**src/rtl/btn_debounce_if.sv**
```systemverilog
// Button bundle between the debouncer and its user: raw levels in,
// debounced levels and edge pulses out.
interface btn_debounce_if #(
    parameter int N_BTN = 4
);
    localparam int IDX_W = (N_BTN > 1) ? $clog2(N_BTN) : 1;

    logic [N_BTN-1:0] btn;
    logic [N_BTN-1:0] btn_level;
    logic [N_BTN-1:0] btn_press;
    logic [N_BTN-1:0] btn_release;
    logic             press_valid;
    logic [IDX_W-1:0] press_idx;

    modport master (
        output btn,
        input  btn_level, btn_press, btn_release, press_valid, press_idx
    );

    modport slave (
        input  btn,
        output btn_level, btn_press, btn_release, press_valid, press_idx
    );
endinterface

```
**src/rtl/btn_debounce.sv**
```systemverilog
// Multi-channel push-button debouncer: two-flop synchronizer, per-channel
// stability counter, registered level plus press/release pulses.
module btn_debounce #(
    parameter int N_BTN           = 4,
    parameter int DEBOUNCE_CYCLES = 1000000,
    parameter int CNT_W           = 20
) (
    input logic            CLK100MHZ,
    input logic            rst,
    btn_debounce_if.slave  bus
);
    localparam int               IDX_W   = (N_BTN > 1) ? $clog2(N_BTN) : 1;
    localparam logic [CNT_W-1:0] CNT_MAX = CNT_W'(DEBOUNCE_CYCLES - 1);

    logic [N_BTN-1:0] s1_q, s2_q;
    logic [CNT_W-1:0] cnt_q [N_BTN];
    logic [CNT_W-1:0] cnt_d [N_BTN];
    logic [N_BTN-1:0] level_q, level_d;
    logic [N_BTN-1:0] press_q, press_d;
    logic [N_BTN-1:0] release_q, release_d;
    logic             valid_q, valid_d;
    logic [IDX_W-1:0] idx_q, idx_d;

    always_comb begin
        // NOTE: every output of this block gets a default first, so no path leaves it unassigned and no latch is inferred.
        level_d   = level_q;
        press_d   = '0;
        release_d = '0;
        idx_d     = '0;
        for (int i = 0; i < N_BTN; i++) begin
            cnt_d[i] = '0;
            if (s2_q[i] != level_q[i]) begin
                if (cnt_q[i] == CNT_MAX) begin
                    level_d[i]   = s2_q[i];
                    press_d[i]   = s2_q[i];
                    release_d[i] = ~s2_q[i];
                end else begin
                    cnt_d[i] = cnt_q[i] + CNT_W'(1);
                end
            end
        end
        valid_d = |press_d;
        // Scan downwards so the lowest pressed channel wins.
        for (int i = N_BTN - 1; i >= 0; i--) begin
            if (press_d[i]) begin
                idx_d = IDX_W'(i);
            end
        end
    end

    always_ff @(posedge CLK100MHZ) begin
        // NOTE: sequential state uses non-blocking assignments so every flop samples pre-edge values.
        if (rst) begin
            s1_q      <= '0;
            s2_q      <= '0;
            level_q   <= '0;
            press_q   <= '0;
            release_q <= '0;
            valid_q   <= 1'b0;
            idx_q     <= '0;
            // NOTE: the counter array is reset explicitly; a mid-count reset must discard partial counts.
            for (int i = 0; i < N_BTN; i++) begin
                cnt_q[i] <= '0;
            end
        end else begin
            s1_q      <= bus.btn;
            s2_q      <= s1_q;
            level_q   <= level_d;
            press_q   <= press_d;
            release_q <= release_d;
            valid_q   <= valid_d;
            idx_q     <= idx_d;
            for (int i = 0; i < N_BTN; i++) begin
                cnt_q[i] <= cnt_d[i];
            end
        end
    end

    assign bus.btn_level   = level_q;
    assign bus.btn_press   = press_q;
    assign bus.btn_release = release_q;
    assign bus.press_valid = valid_q;
    assign bus.press_idx   = idx_q;
endmodule

```
**src/flat_wrapper.sv**
```systemverilog
// flat-port wrapper written by rule: the top's interface ports become plain ports
module btn_debounce_flat 
#(
    parameter int N_BTN           = 4,
    parameter int DEBOUNCE_CYCLES = 1000000,
    parameter int CNT_W           = 20
)
  (CLK100MHZ, rst, bus_btn, bus_btn_level, bus_btn_press, bus_btn_release, bus_press_valid, bus_press_idx);
  btn_debounce_if #(.N_BTN(N_BTN)) bus_i ();
  input logic CLK100MHZ;
  input logic rst;
  input wire logic [$bits(bus_i.btn)-1:0] bus_btn;
  output wire logic [$bits(bus_i.btn_level)-1:0] bus_btn_level;
  output wire logic [$bits(bus_i.btn_press)-1:0] bus_btn_press;
  output wire logic [$bits(bus_i.btn_release)-1:0] bus_btn_release;
  output wire logic [$bits(bus_i.press_valid)-1:0] bus_press_valid;
  output wire logic [$bits(bus_i.press_idx)-1:0] bus_press_idx;
  assign bus_i.btn = bus_btn;
  assign bus_btn_level = bus_i.btn_level;
  assign bus_btn_press = bus_i.btn_press;
  assign bus_btn_release = bus_i.btn_release;
  assign bus_press_valid = bus_i.press_valid;
  assign bus_press_idx = bus_i.press_idx;
  btn_debounce #(.N_BTN(N_BTN), .DEBOUNCE_CYCLES(DEBOUNCE_CYCLES), .CNT_W(CNT_W)) u_core (.CLK100MHZ(CLK100MHZ), .rst(rst), .bus(bus_i));
endmodule
```
**config.mk**
```make
export PLATFORM = sky130hd
export DESIGN_NAME = btn_debounce_flat
export DESIGN_NICKNAME = d
export VERILOG_FILES = /design/src/rtl/btn_debounce_if.sv /design/src/rtl/btn_debounce.sv /design/src/flat_wrapper.sv
export SDC_FILE = /design/constraint.sdc
export NUM_CORES = 1
export LEC_CHECK = 0
export CORE_MARGIN = 3
export CORE_UTILIZATION = 30
export DETAILED_ROUTE_END_ITERATION = 6
export PLACE_DENSITY = 0.52
export SLEW_MARGIN = 20
export SYNTH_ARGS = -nofsm -noshare
export SYNTH_HDL_FRONTEND = slang
export SYNTH_SLANG_ARGS = --single-unit
```
**constraint.sdc**
```tcl
create_clock -name CLK100MHZ -period 2.69 [get_ports CLK100MHZ]
set_clock_uncertainty 0.1 [all_clocks]
set_input_delay 0.538 -clock CLK100MHZ [delete_from_list [all_inputs] [get_ports CLK100MHZ]]
set_output_delay 0.538 -clock CLK100MHZ [all_outputs]
set_load 0.02 [all_outputs]
```
### Yosys cells after proc, flatten, opt, wreduce, memory -nomap -nowiden

Memory sizes are Yosys's and may differ from the RTL's.
Cells that the tools add are included.
Widths: inputs -> output; s select.

| word-level totals | value |
|---|---|
| register bits | 23 |
| memory bits (writable) | 80 |
| bits of input ports | 6 |
| logic and storage cells | 80 |
| memories | 1 |

Memories:

| name | words | bits a word | read ports | clocked after Yosys merged registers in | wr ports | RTL line | source |
|---|---|---|---|---|---|---|---|
| u_core.cnt_q | 4 | 20 | 4 | 0 | 4 | btn_debounce.sv:16 | `logic [CNT_W-1:0] cnt_q [N_BTN];` |

| operators by class | value |
|---|---|
| add/subtract/negate cells | 4 |
| eq/ne operators | 8 |
| muxes and demuxes | 26 |
| bitwise gates (word level) | 16 |
| reductions and logical operators | 11 |

Operator list:

| operator | number |
|---|---|
| $mux 20 | 12 |
| $add 20x1->20 const B | 4 |
| $eq 20x20->1 const B | 4 |
| $reduce_or 3->1 | 5 |
| $mux 1 | 12 |
| $not 1->1 | 12 |
| $reduce_and 2->1 | 4 |
| $mux 2 | 2 |
| $ne 1x1->1 | 4 |
| $or 1x1->1 | 4 |
| $reduce_or 4->1 | 1 |
| $reduce_or 2->1 | 1 |

### Logic depth before layout (Yosys ltp)

An unclocked memory read counts as a cell.

| logic depth | value |
|---|---|
| depth after elaboration | 7 |
| mapped depth | 7 |
| depth with buffers taken out | 5 |

### Least setup slack after synthesis

Ideal clock, no wire load.

| path | value |
|---|---|
| path type | flip-flop to flip-flop |
| from | memory u_core.cnt_q[2][0] |
| to | register u_core.idx_q[1] (netlist: u_core.bus.press_idx[1]) |
| setup time | 103 ps |
| data arrival time | 1828 ps |
| data required time | 2487 ps |
| slack | 659 ps |
| cell stages (with the launch flop) | 6 |
| path buffers | 0 |
| cells stage by stage | dfxtp_1 > ha_1 > nand3_1 > or4_4 > or3_4 > a2111oi_2 |

RTL lines:

| item | RTL line | source |
|---|---|---|
| from (decl) | btn_debounce.sv:16 |  |
| to (signal assigned) | btn_debounce.sv:72 | `idx_q <= idx_d;` |
| to (decl) | btn_debounce.sv:22 | `logic [IDX_W-1:0] idx_q, idx_d;` |

==> flow_summary_export.csv <==
group,metric,value,unit
worst_setup_path,r2r_cells,5,
timing,hold_violations,0,
logic_synthesis,yosysSeqAreaShare,0.466,
place,port_buffers,20,
timing,setup_tns,0,ps
logic_synthesis,synth_ff_type,"dfxtp_1",
timing,fmax,0.453,GHz
timing,rsz0062_at_grt,"no",
route,drt-vias-per-instance,5.01,
timing,relSlewSlack,0.513,
run_status,status,"finished, final reports clean",
worst_setup_path,crit_path_end_kind,"flip-flop",
grt,grt_use_total,0.119,
worst_setup_path,crit_path_top_delay_cell,"or4_4",
place,placed_cells,695,
timing,drv_slew,0,
worst_setup_path,worstPathRequired,2830,ps
logic_synthesis,syn_inst,504,
clock_network,cts_inserted_buffers,9,
clock_network,path_clk_slew,70,ps
clock_network,cts-hold-fix-buffers,0,
clock_network,cts.repair.resized,0,
route,met1_length,4720,um
worst_setup_path,cp.arrival,2350,ps
grt,antenna_found_initial,0,
logic_synthesis,yosys_warnings,0,
route,firstDrtPassIters,4,
grt,grt_overflow_total,0,
logic_synthesis,synthTopCellsByArea,"dfxtp_1 47%, nor2_1 5.4%, xor2_1 4.9%",
floorplan,core-area,14100,sq um
route,wl_met2,4120,um
floorplan,ios,21,
route,drcViolationCount,0,
floorplan,dieHeight,128,um
grt,grt_pass1_vias,3305,
route,wl,9330,um
clock_network,clock-sinks,103,
logic_synthesis,ys_top_cells_by_count,"103 x dfxtp_1, 64 x nor2_1, 33 x nand3_1",
clock_network,htree_num_levels,3,
grt,grt_max_degree,21,
floorplan,die_x,128,um
grt,grt_pass1_wl,15800,um
power_and_ir_drop,ir_drop,0.307,mV
timing,setup_violations,0,
timing,worstMarginPinSlew,723,ps
floorplan,rows,43,
worst_setup_path,crit_path_start_kind,"flip-flop",
clock_network,cts_tree,"built",
timing,fin_hold_ws,339,ps
timing,timing.final.crit_share,0.821,
clock_network,post_cts_buffers,0,
final_layout,fin_cells,711,
final_layout,drive_above_1_share,0.0716,
job,maxCapViolations,0,
worst_setup_path,path_cells,"ha_1 -> nand3_1 -> or4_4 -> or3_4 -> a2111oi_2",
logic_synthesis,syn_avg_cell_area,8.79,sq um
worst_setup_path,crit_type,"flip-flop to flip-flop",
floorplan,die-area,16300,sq um
floorplan,initial_core_util,0.313,
power_and_ir_drop,powerDensity,551,nW/um^2
place,dp_hpwl,6520,um
route,drt_iter0_drc,227,
clock_network,worstSkewPairLatency,340,ps
logic_synthesis,yosysTopAreaCellShare,0.466,
timing,period_needed,2210,ps
final_layout,area_delta_synth_final,15.5,%
worst_setup_path,cpPeakStageDelay,570,ps
place,place_congestion,0.735,
logic_synthesis,synth-edff-count,0,
final_layout,nFillCells,1485,
hold_path,hp-class,"flip-flop to flip-flop",
power_and_ir_drop,leakage,1.48,nW
logic_synthesis,synth_top_cell_by_area,"dfxtp_1",
logic_synthesis,async_flop_share,0,
logic_synthesis,synth.distinct_cells,45,
clock_network,root_buffer,"clkbuf_16",
logic_synthesis,ys_seq_elements,103,
route,vias,3560,
logic_synthesis,syn_nets,514,
final_layout,nNetsFinal,536,
route,antenna_left,0,
hold_path,whs_path_depth,1,
logic_synthesis,yosysMostFrequentCell,"dfxtp_1",
route,top_layer_used,"met4",
final_layout,diodes,0,
clock_network,clockBufferDepth,2,
worst_setup_path,worst-path-max-fanout,6,
route,post_drt_wl_per_cell,13.1,um
logic_synthesis,netlist_area,4430,sq um
route,dr_wl_met3,282,um
[critical path: cells and delay by family, from the launching register on]
family,cells,cell delay [ps]
AOI/OAI and AO/OA,1,300
DFF,1,370
and+or+nand+nor,3,1090
adders and majority gates,1,240
[cell usage in the layout, fill, tap and decap left out, types with 2 or more instances in the layout]
cell type	count
nor4b_1	5
xnor2_1	22
and2_1	2
inv_1	12
clkbuf_16	9
nand2b_1	6
o21ai_0	19
clkinv_2	3
nand4_1	19
clkbuf_8	2
o21ai_1	4
nor2b_1	10
nand3_1	33
or4_4	2
and4_1	10
or2b_2	2
or3_1	19
clkdlybuf4s50_1	20
and3_1	5
nor4_1	13
dfxtp_1	103
nand2_1	29
or4_1	10
buf_4	6
a21oi_1	32
nor2_1	64
o31ai_1	7
or2_2	3
nor3_1	11
xor2_1	25
nand4b_1	2
ha_1	4
or3_2	2
[flip-flops by register name, summed over array words and instances (netlist names)]
name / flops
u_core.cnt_q: 80
u_core.bus.btn_level: 4
u_core.bus.btn_press: 4
u_core.bus.btn_release: 4
u_core.s1_q: 4
u_core.s2_q: 4
u_core.bus.press_idx: 2
u_core.bus.press_valid: 1
[power breakdown]
part | leakage (nW) | internal, mW | switching [mW]
registers | 0.831 | 1.53 | 0.00373
logic | 0.511 | 0.0176 | 0.0222
clock network | 0.142 | 0.677 | 0.568
total | 1.48 | 2.23 | 0.594
[cell type report]
class / count / area, sq um / area share
sequential: 103 / 2060 / 0.403
clock inverter: 5 / 31.3 / 0.00611
timing repair buffer: 26 / 245 / 0.0479
clock buffer: 11 / 253 / 0.0494
multi-input combinational: 374 / 2260 / 0.441
tap: 180 / 225 / 0.0440
inverter: 12 / 45.0 / 0.00880
[worst paths after layout]
check                                                    from  slack, ps                                 end
worst max-delay path            u_core.cnt_q[2][0]$_SDFF_PP0_        480  u_core.bus.press_idx[1]$_SDFF_PP0_
worst min-delay path                u_core.s1_q[0]$_SDFF_PP0_        340           u_core.s2_q[0]$_SDFF_PP0_
worst max register to register  u_core.cnt_q[2][0]$_SDFF_PP0_        480  u_core.bus.press_idx[1]$_SDFF_PP0_
worst min register to register      u_core.s1_q[0]$_SDFF_PP0_        340           u_core.s2_q[0]$_SDFF_PP0_
[routing by layer]
| metal | track usage | up-vias |
|---|---|---|
| li1 | - | 1842 |
| met1 | 0.161 | 1653 |
| met2 | 0.182 | 48 |
| met3 | 0.0234 | 17 |
| met4 | 0.0530 | 0 |
| met5 | 0 | - |
[metrics by stage]
stage | worst slack (ps) | utilization | total power, mW | area [sq um]
2_1_floorplan | 659 | - | 1.59 | 4430
3_3_place_gp | 566 | 0.342 | 1.61 | 4830
3_5_place_dp | 488 | 0.342 | 1.61 | 4830
4_1_cts | 466 | 0.362 | 2.86 | 5120
5_1_grt | 344 | 0.362 | 2.92 | 5120
6_report | 481 | 0.362 | 2.82 | 5120
[cell families after synthesis]
logic type,count (synthesis),synth area share
buffers and inverters,27,0.0251
AOI/OAI and AO/OA,69,0.0890
adders and majority gates,4,0.0113
xor gates and xnor gates,47,0.0929
DFF,103,0.466
and+or+nand+nor,254,0.316
No activity file was read; power rests on OpenSTA's default activity.
